`src/rtl/simon_key_expander.sv`:
```
// SIMON 64/128 key schedule: expands a 128-bit master key into ROUNDS round-key words and
// streams them, one per cycle, into the write port of the round-key BRAM.
module simon_key_expander #(
    parameter int unsigned ROUNDS = 44,
    parameter int unsigned ADDR_W = 7
) (
    input  logic              clk,
    input  logic              rst,
    input  logic              start,
    input  logic [127:0]      key,
    output logic              busy,
    output logic              done,
    output logic              bram_en,
    output logic              bram_we,
    output logic [ADDR_W-1:0] bram_addr,
    output logic [31:0]       bram_di
);

    typedef enum logic [1:0] {StIdle, StLoad, StExpand, StFin} state_e;

    // Bit 61 holds z3 index 0 (leftmost character of the sequence).
    localparam logic [61:0] Z3 = 62'b11011011101011000110010111100000010010001010011100110100001111;
    localparam logic [ADDR_W-1:0] LAST_ADDR = ADDR_W'(ROUNDS - 1);
    localparam logic [ADDR_W-1:0] LOAD_LAST = ADDR_W'(3);

    state_e      state;
    logic [31:0] w0, w1, w2, w3;
    logic [5:0]  zidx;
    logic [5:0]  zidx_next;
    logic [31:0] tmp_a, tmp_b, k_next;

    always_comb begin
        tmp_a     = {w3[2:0], w3[31:3]} ^ w1;
        tmp_b     = tmp_a ^ {tmp_a[0], tmp_a[31:1]};
        k_next    = 32'hFFFF_FFFC ^ {31'b0, Z3[6'd61 - zidx]} ^ w0 ^ tmp_b;
        zidx_next = (zidx == 6'd61) ? 6'd0 : zidx + 6'd1;
    end

    assign bram_we = bram_en;

    always_ff @(posedge clk) begin
        if (rst) begin
            state     <= StIdle;
            busy      <= 1'b0;
            done      <= 1'b0;
            bram_en   <= 1'b0;
            bram_addr <= '0;
            bram_di   <= '0;
            w0        <= '0;
            w1        <= '0;
            w2        <= '0;
            w3        <= '0;
            zidx      <= '0;
        end else begin
            case (state)
                StIdle: begin
                    done <= 1'b0;
                    if (start) begin
                        w0        <= key[31:0];
                        w1        <= key[63:32];
                        w2        <= key[95:64];
                        w3        <= key[127:96];
                        zidx      <= '0;
                        busy      <= 1'b1;
                        bram_en   <= 1'b1;
                        bram_addr <= '0;
                        bram_di   <= key[31:0];
                        state     <= StLoad;
                    end
                end
                StLoad: begin
                    bram_addr <= bram_addr + 1'b1;
                    if (bram_addr == LOAD_LAST) begin
                        // Window still holds k0..k3 here, so k4 is computed from it directly.
                        bram_di <= k_next;
                        w0      <= w1;
                        w1      <= w2;
                        w2      <= w3;
                        w3      <= k_next;
                        zidx    <= zidx_next;
                        state   <= StExpand;
                    end else begin
                        case (bram_addr[1:0])
                            2'd0:    bram_di <= w1;
                            2'd1:    bram_di <= w2;
                            default: bram_di <= w3;
                        endcase
                    end
                end
                StExpand: begin
                    if (bram_addr == LAST_ADDR) begin
                        busy      <= 1'b0;
                        done      <= 1'b1;
                        bram_en   <= 1'b0;
                        bram_addr <= '0;
                        bram_di   <= '0;
                        state     <= StFin;
                    end else begin
                        bram_addr <= bram_addr + 1'b1;
                        bram_di   <= k_next;
                        w0        <= w1;
                        w1        <= w2;
                        w2        <= w3;
                        w3        <= k_next;
                        zidx      <= zidx_next;
                    end
                end
                StFin: begin
                    done  <= 1'b0;
                    state <= StIdle;
                end
                default: state <= StIdle;
            endcase
        end
    end

endmodule

```
`config.mk`:
```
export PLATFORM = sky130hd
export DESIGN_NAME = simon_key_expander
export DESIGN_NICKNAME = d
export VERILOG_FILES = /design/src/rtl/simon_key_expander.sv
export SDC_FILE = /design/constraint.sdc
export NUM_CORES = 1
export LEC_CHECK = 0
export ABC_AREA = 1
export BUFFER_PORTS_ARGS = -buffer_cell sky130_fd_sc_hd__buf_2
export CORE_MARGIN = 2
export CORE_UTILIZATION = 37
export DETAILED_ROUTE_END_ITERATION = 10
export MAX_ROUTING_LAYER = met4
export SETUP_SLACK_MARGIN = 0.5
export SLEW_MARGIN = 15
export SYNTH_ARGS = -nofsm -noshare
export SYNTH_HDL_FRONTEND = slang
export SYNTH_SLANG_ARGS = --single-unit
```
`constraint.sdc`:
```
create_clock -name clk -period 2.9 [get_ports clk]
set_clock_uncertainty 0.05 [all_clocks]
set_input_delay 0 -clock clk [delete_from_list [all_inputs] [get_ports clk]]
set_output_delay 0 -clock clk [all_outputs]
set_load 0.05 [all_outputs]
```
Word-level counts from Yosys, hierarchy flattened

Memories as Yosys holds them, arrays and structs flattened.
Index checks and enable logic that the tools add are counted.
Widths: inputs -> output; s select.

Register bits: 177
Bits in latches: 0
Bits in writable memories: 0
Memory bits (read-only): 64
Input bits: 131
Output and inout bits: 43
Word-level logic and storage cells: 79
Memories kept: 1

Add/sub/neg operators: 3
Multipliers: 0
Div/mod/pow operators: 0
Order comparisons: 1
Equal/unequal tests: 11
Shift operators: 0
Multiplexer cells: 38
Bitwise logic cells: 4
Reductions and logical operators: 11

Memories:

| name             | depth | width | read ports | clocked after Yosys merged registers in | write ports | line | text |
|---|---|---|---|---|---|---|---|
| (name not given) | 64    | 1     | 1          | 0                                       | 0           | 35   | `k_next = 32'hFFFF_FFFC ^ {31'b0, Z3[6'd61 - zidx]} ^ w0 ^ tmp_b;` |

Operators by type and width:

| cell                | number |
|---|---|
| $pmux 32 s3         | 5 |
| $mux 32             | 14 |
| $xor 32x32->32      | 4 |
| $pmux 32 s2         | 1 |
| $mux 6              | 4 |
| $pmux 7 s3          | 1 |
| $pmux 6 s3          | 1 |
| $mux 7              | 2 |
| $ne 2x2->1 const B  | 4 |
| $pmux 2 s4          | 1 |
| $add 7x1->7 const B | 1 |
| $eq 7x2->1 const B  | 1 |
| $eq 7x6->1 const B  | 1 |
| $lt 6x7->1 const B  | 1 |
| $add 6x1->6 const B | 1 |
| $eq 6x6->1 const B  | 1 |
| $mux 2              | 3 |
| $reduce_and 3->1    | 2 |
| $sub 6x6->6 const A | 1 |
| $eq 2x1->1 const B  | 2 |
| $eq 2x2->1 const B  | 2 |
| $logic_not 2->1     | 2 |
| $mux 1              | 4 |
| $pmux 1 s2          | 2 |
| 5 further kinds     | 7 |

Depth between registers and ports, before layout

Depth in word-level cells: 7
Gate-level depth with buffers: 16
Depth with buffers taken out: 15

Worst setup path before layout

OpenSTA, ideal clock, no wires.

Path type: register -> register
From: register bram_addr[0]
To: register w0[28]
Library setup time: 0.074 ns
Data arrival time: 2.109 ns
Data required time: 2.776 ns
Path slack: 0.666 ns
Stages on the path, launching flop included: 12
Path buffers: 2
Period minus slack after synthesis: 2.234 ns
Cells stage by stage: dfxtp_1 ha_1 nand2_1 clkinv_1 nand4_1 nor2_1 nor3_4 inv_2 buf_4 buf_2 nand2_1 a31oi_1

Cells in the longest elaborated chain, start to end: 3
Elaborated cells on any way between the ends: 5
Those cells by class: eq/ne: 4; reduce/logical: 1

RTL lines:

| what                                     | line   | text |
|---|---|---|
| from (decl)                              | 15     | `output logic [ADDR_W-1:0] bram_addr,` |
| from (signal assigned)                   | 72     | `bram_addr <= bram_addr + 1'b1;` |
| from (signal assigned)                   | 99     | `bram_addr <= bram_addr + 1'b1;` |
| $eq 7x6->1 or $eq 7x2->1 (tied branches) | 91, 73 |  |
| $ne 2x2->1 (no source line)              | --     |  |
| $reduce_and 4->1 (no source line) (*)    | --     |  |
| to (signal assigned)                     | 59     | `w0 <= key[31:0];` |
| to (signal assigned)                     | 76     | `w0 <= w1;` |
| to (signal assigned)                     | 101    | `w0 <= w1;` |
| to (decl)                                | 27     | `logic [31:0] w0, w1, w2, w3;` |

Mark *: on every way between the ends. The rest lies on a longest branch, timed or not.
A chain may end at the register's enable or synchronous reset.

Worst setup path in the final report

Ends and elaborated chain as after synthesis.

==> qor.yml <==
max_freq_ghz: 0.4454
reg2reg_to: "w0[28]"
cts_tree: "yes"
hold_viol_final: 1
crit_path_end_kind: "register"
antenna_cells: 0
final_cells: 2031
fin_crit_sh_pct: 77.42
clk_latency_ns: 0.43
worstPathRequired_ns: 3.21
wl_per_cell_um: 17.18
wl_um: 34900
cts_buffer_depth: 2
area_delta_synth_final_pct: 31.73
synth.most_common_cell: "nand2_1"
port_buffers: 173
dp.cells: 1868
cp.arrival_ns: 2.55
synth_edf_count: 0
syn_inst: 1434
remaining_drc_errors: 0
grt_max_degree: 75
netlist.area_leader.share_pct: 36.16
tns_ns: 0
syn_avg_cell_area_sq_um: 6.834
cap_violations: 0
synth_flop_cell: "dfxtp_1"
die_h_um: 166.7
grt_usage_pct: 25.00
vdd_ir_drop_max_mv: 0.8657
hold_path_end: "w2[31]"
htree_levels: 4
clkSinkCount: 177
utilization_pct: 49.54
power_leakage_nw: 5.421
die-area_sq_mm: 0.02780
synth-async-reset-ratio_pct: 0
drive_gt1_share_pct: 15.98
synthTopCellsByCount: "326 x nand2_1, 208 x o21ai_0, 187 x a21oi_1"
syn-cell-area_sq_mm: 0.009799
drtAntennaViolNets: 0
clk_pin_slew_ns: 0.07
die_w_um: 166.7
setup_slack_ns: 0.6547
antenna_found_initial: 0
avgViaCountPerCell: 5.269
min_path_cells: 5
drt-pass1-iter-count: 5
pre_cts_slack_ns: 0.4433
ioPinCount: 174
synth_area_leaders: "dfxtp_1 36%, nand2_1 12%, o21ai_0 11%"
r2r-start: "bram_addr[0]"
critPathKind: "reg -> reg"
fin_crit_ns: 2.245
r2r_setup_slack_ns: 0.65
gp_congestion: 0.8679
rr_worst_depth: 10
fin_hold_ws_ns: -0.007678
worstHoldStart: "key[95]"
ys_types: 32
yosysTopAreaCell: "dfxtp_1"
numCtsBuffers: 17
max_slew_margin_pct: 39.96
core_sq_mm: 0.02606
post-dp-hpwl_um: 20920
syn_nets: 1579
yosys_register_bits: 177
rsz0062_at_grt: "no"
regArea_sq_mm: 0.003543
vias: 10700
start_kind: "register"
start_util_pct: 37.61
hp-class: "in -> reg"
final_max_slew_viol_count: 0
cts-root-buf: "clkbuf_16"
p_total_w: 0.01792
drt_iter0_drc: 931
first_global_vias: 10290
fillers: 2605
grt_pass1_wl_um: 54400
tightest_slew_ns: 0.9006
crit_fanout: 30
std_cell_rows: 59
setup_violations: 0
violations: "hold timing"
ys_warn_count: 0
synth.yosys.seq_area_share_pct: 36.16
status: "complete, but fails checks"
multiInputGateArea_sq_mm: 0.005395
grt-ovfl-total: 0
p_per_area_mw_per_mm2: 1388
finalNetCount: 1828
-- final cells by class --
cell class,instances,share of cell area (%)
clock inverter,9,0.8433
timing repair buffer,334,19.59
sequential,177,27.45
inverter,116,3.528
multi-input combinational,1037,41.80
tap,335,3.247
clock buffer,23,3.548
-- cell families after synthesis --
kind of cell    after synthesis  share of synthesized area, %
buf+inv                     220                         8.989
fa+ha+maj                    14                         1.788
xor+xnor                     89                         7.955
flops                       177                         36.16
compound gates              491                         26.88
simple gates                443                         18.23
-- cells in the final DEF, fill, tap and decap left out, types with 3 or more instances in the layout --
cell | Yosys | routed
clkbuf_1 | 68 | 5
nand4_1 | 3 | 3
a21oi_1 | 187 | 187
dlygate4sd3_1 | 0 | 127
nor2_1 | 57 | 54
ha_1 | 14 | 12
or2_2 | 20 | 20
a41oi_1 | 3 | 3
xnor2_1 | 32 | 32
buf_2 | 29 | 173
buf_6 | 0 | 3
inv_1 | 107 | 106
clkinvlp_4 | 0 | 4
o21ai_0 | 208 | 208
a31oi_1 | 37 | 37
inv_2 | 7 | 5
buf_12 | 0 | 6
o22ai_1 | 23 | 23
o21ai_1 | 9 | 9
nand2_1 | 326 | 326
xor2_1 | 57 | 57
nand3_1 | 26 | 26
buf_4 | 5 | 22
nor2_2 | 0 | 3
dfxtp_1 | 177 | 177
o221ai_1 | 17 | 17
clkbuf_16 | 0 | 18
nor3_1 | 7 | 7
-- how the worst max path moves through the flow --
| stage | end | startpoint | cells after the start | slack [ns] |
|---|---|---|---|---|
| final | w0[28] | bram_addr[0] | 10 | 0.65 |
| after global routing | w3[14] | bram_addr[0] | 11 | 0.50 |
| after CTS | w2[12] | bram_addr[0] | 10 | 0.53 |
| after detailed placement | w1[11] | bram_addr[0] | 10 | 0.44 |
| after global placement | w1[11] | bram_addr[0] | 10 | 0.50 |
| after floorplan | w0[28] | bram_addr[0] | 11 | 0.67 |
-- per-stage QoR --
step | hold slack [ns] | instance area [sq um]
floorplan | 0.1109 | 9799
global placement | 0.2241 | 10960
detailed placement | 0.2214 | 10960
CTS | 0.002475 | 12830
global route | 0.03277 | 12910
finish | -0.007678 | 12910
-- sequential cells by signal, summed over array words and instances (netlist names) --
signal / count
state: 2
zidx: 6
w1: 32
w0: 32
bram_en: 1
bram_addr: 7
w2: 32
w3: 32
bram_di: 32
done: 1
-- critical path, cell delays in order (launching register included) --
cell	delay (ns)
dfxtp_1	0.43
ha_1	0.25
nand4_1	0.18
nand2_1	0.14
inv_2	0.06
nor3_4	0.20
buf_12	0.16
buf_4	0.11
buf_6	0.30
nand3_1	0.12
a31oi_1	0.17
-- metal layers --
layer  vias up  share of wire [%]  wire [um]  global-route usage [%]
li1       5273                  -          -                       -
met1      4945                 45      15690                   32.75
met2       419                 45      15840                   39.47
met3        65                6.7       2349                   3.588
met4         0                2.9       1021                   8.846
met5         -                  0          0                       -
-- report_power, final --
part           internal, W  leakage [nW]  switching (W)
clock              0.00129         0.263       0.000990
combinational      0.00383          3.70        0.00754
sequential         0.00351          1.46       0.000762
-- timing repair --
action,in CTS,in global routing
endpoints found under the setup margin,28,104
pin swaps,0,1
buffers inserted,0,2
endpoints found under the hold margin,158,0
resized for setup,1,14
gates cloned,1,1
hold buffers,127,0
No activity file was read; power rests on OpenSTA's default activity.
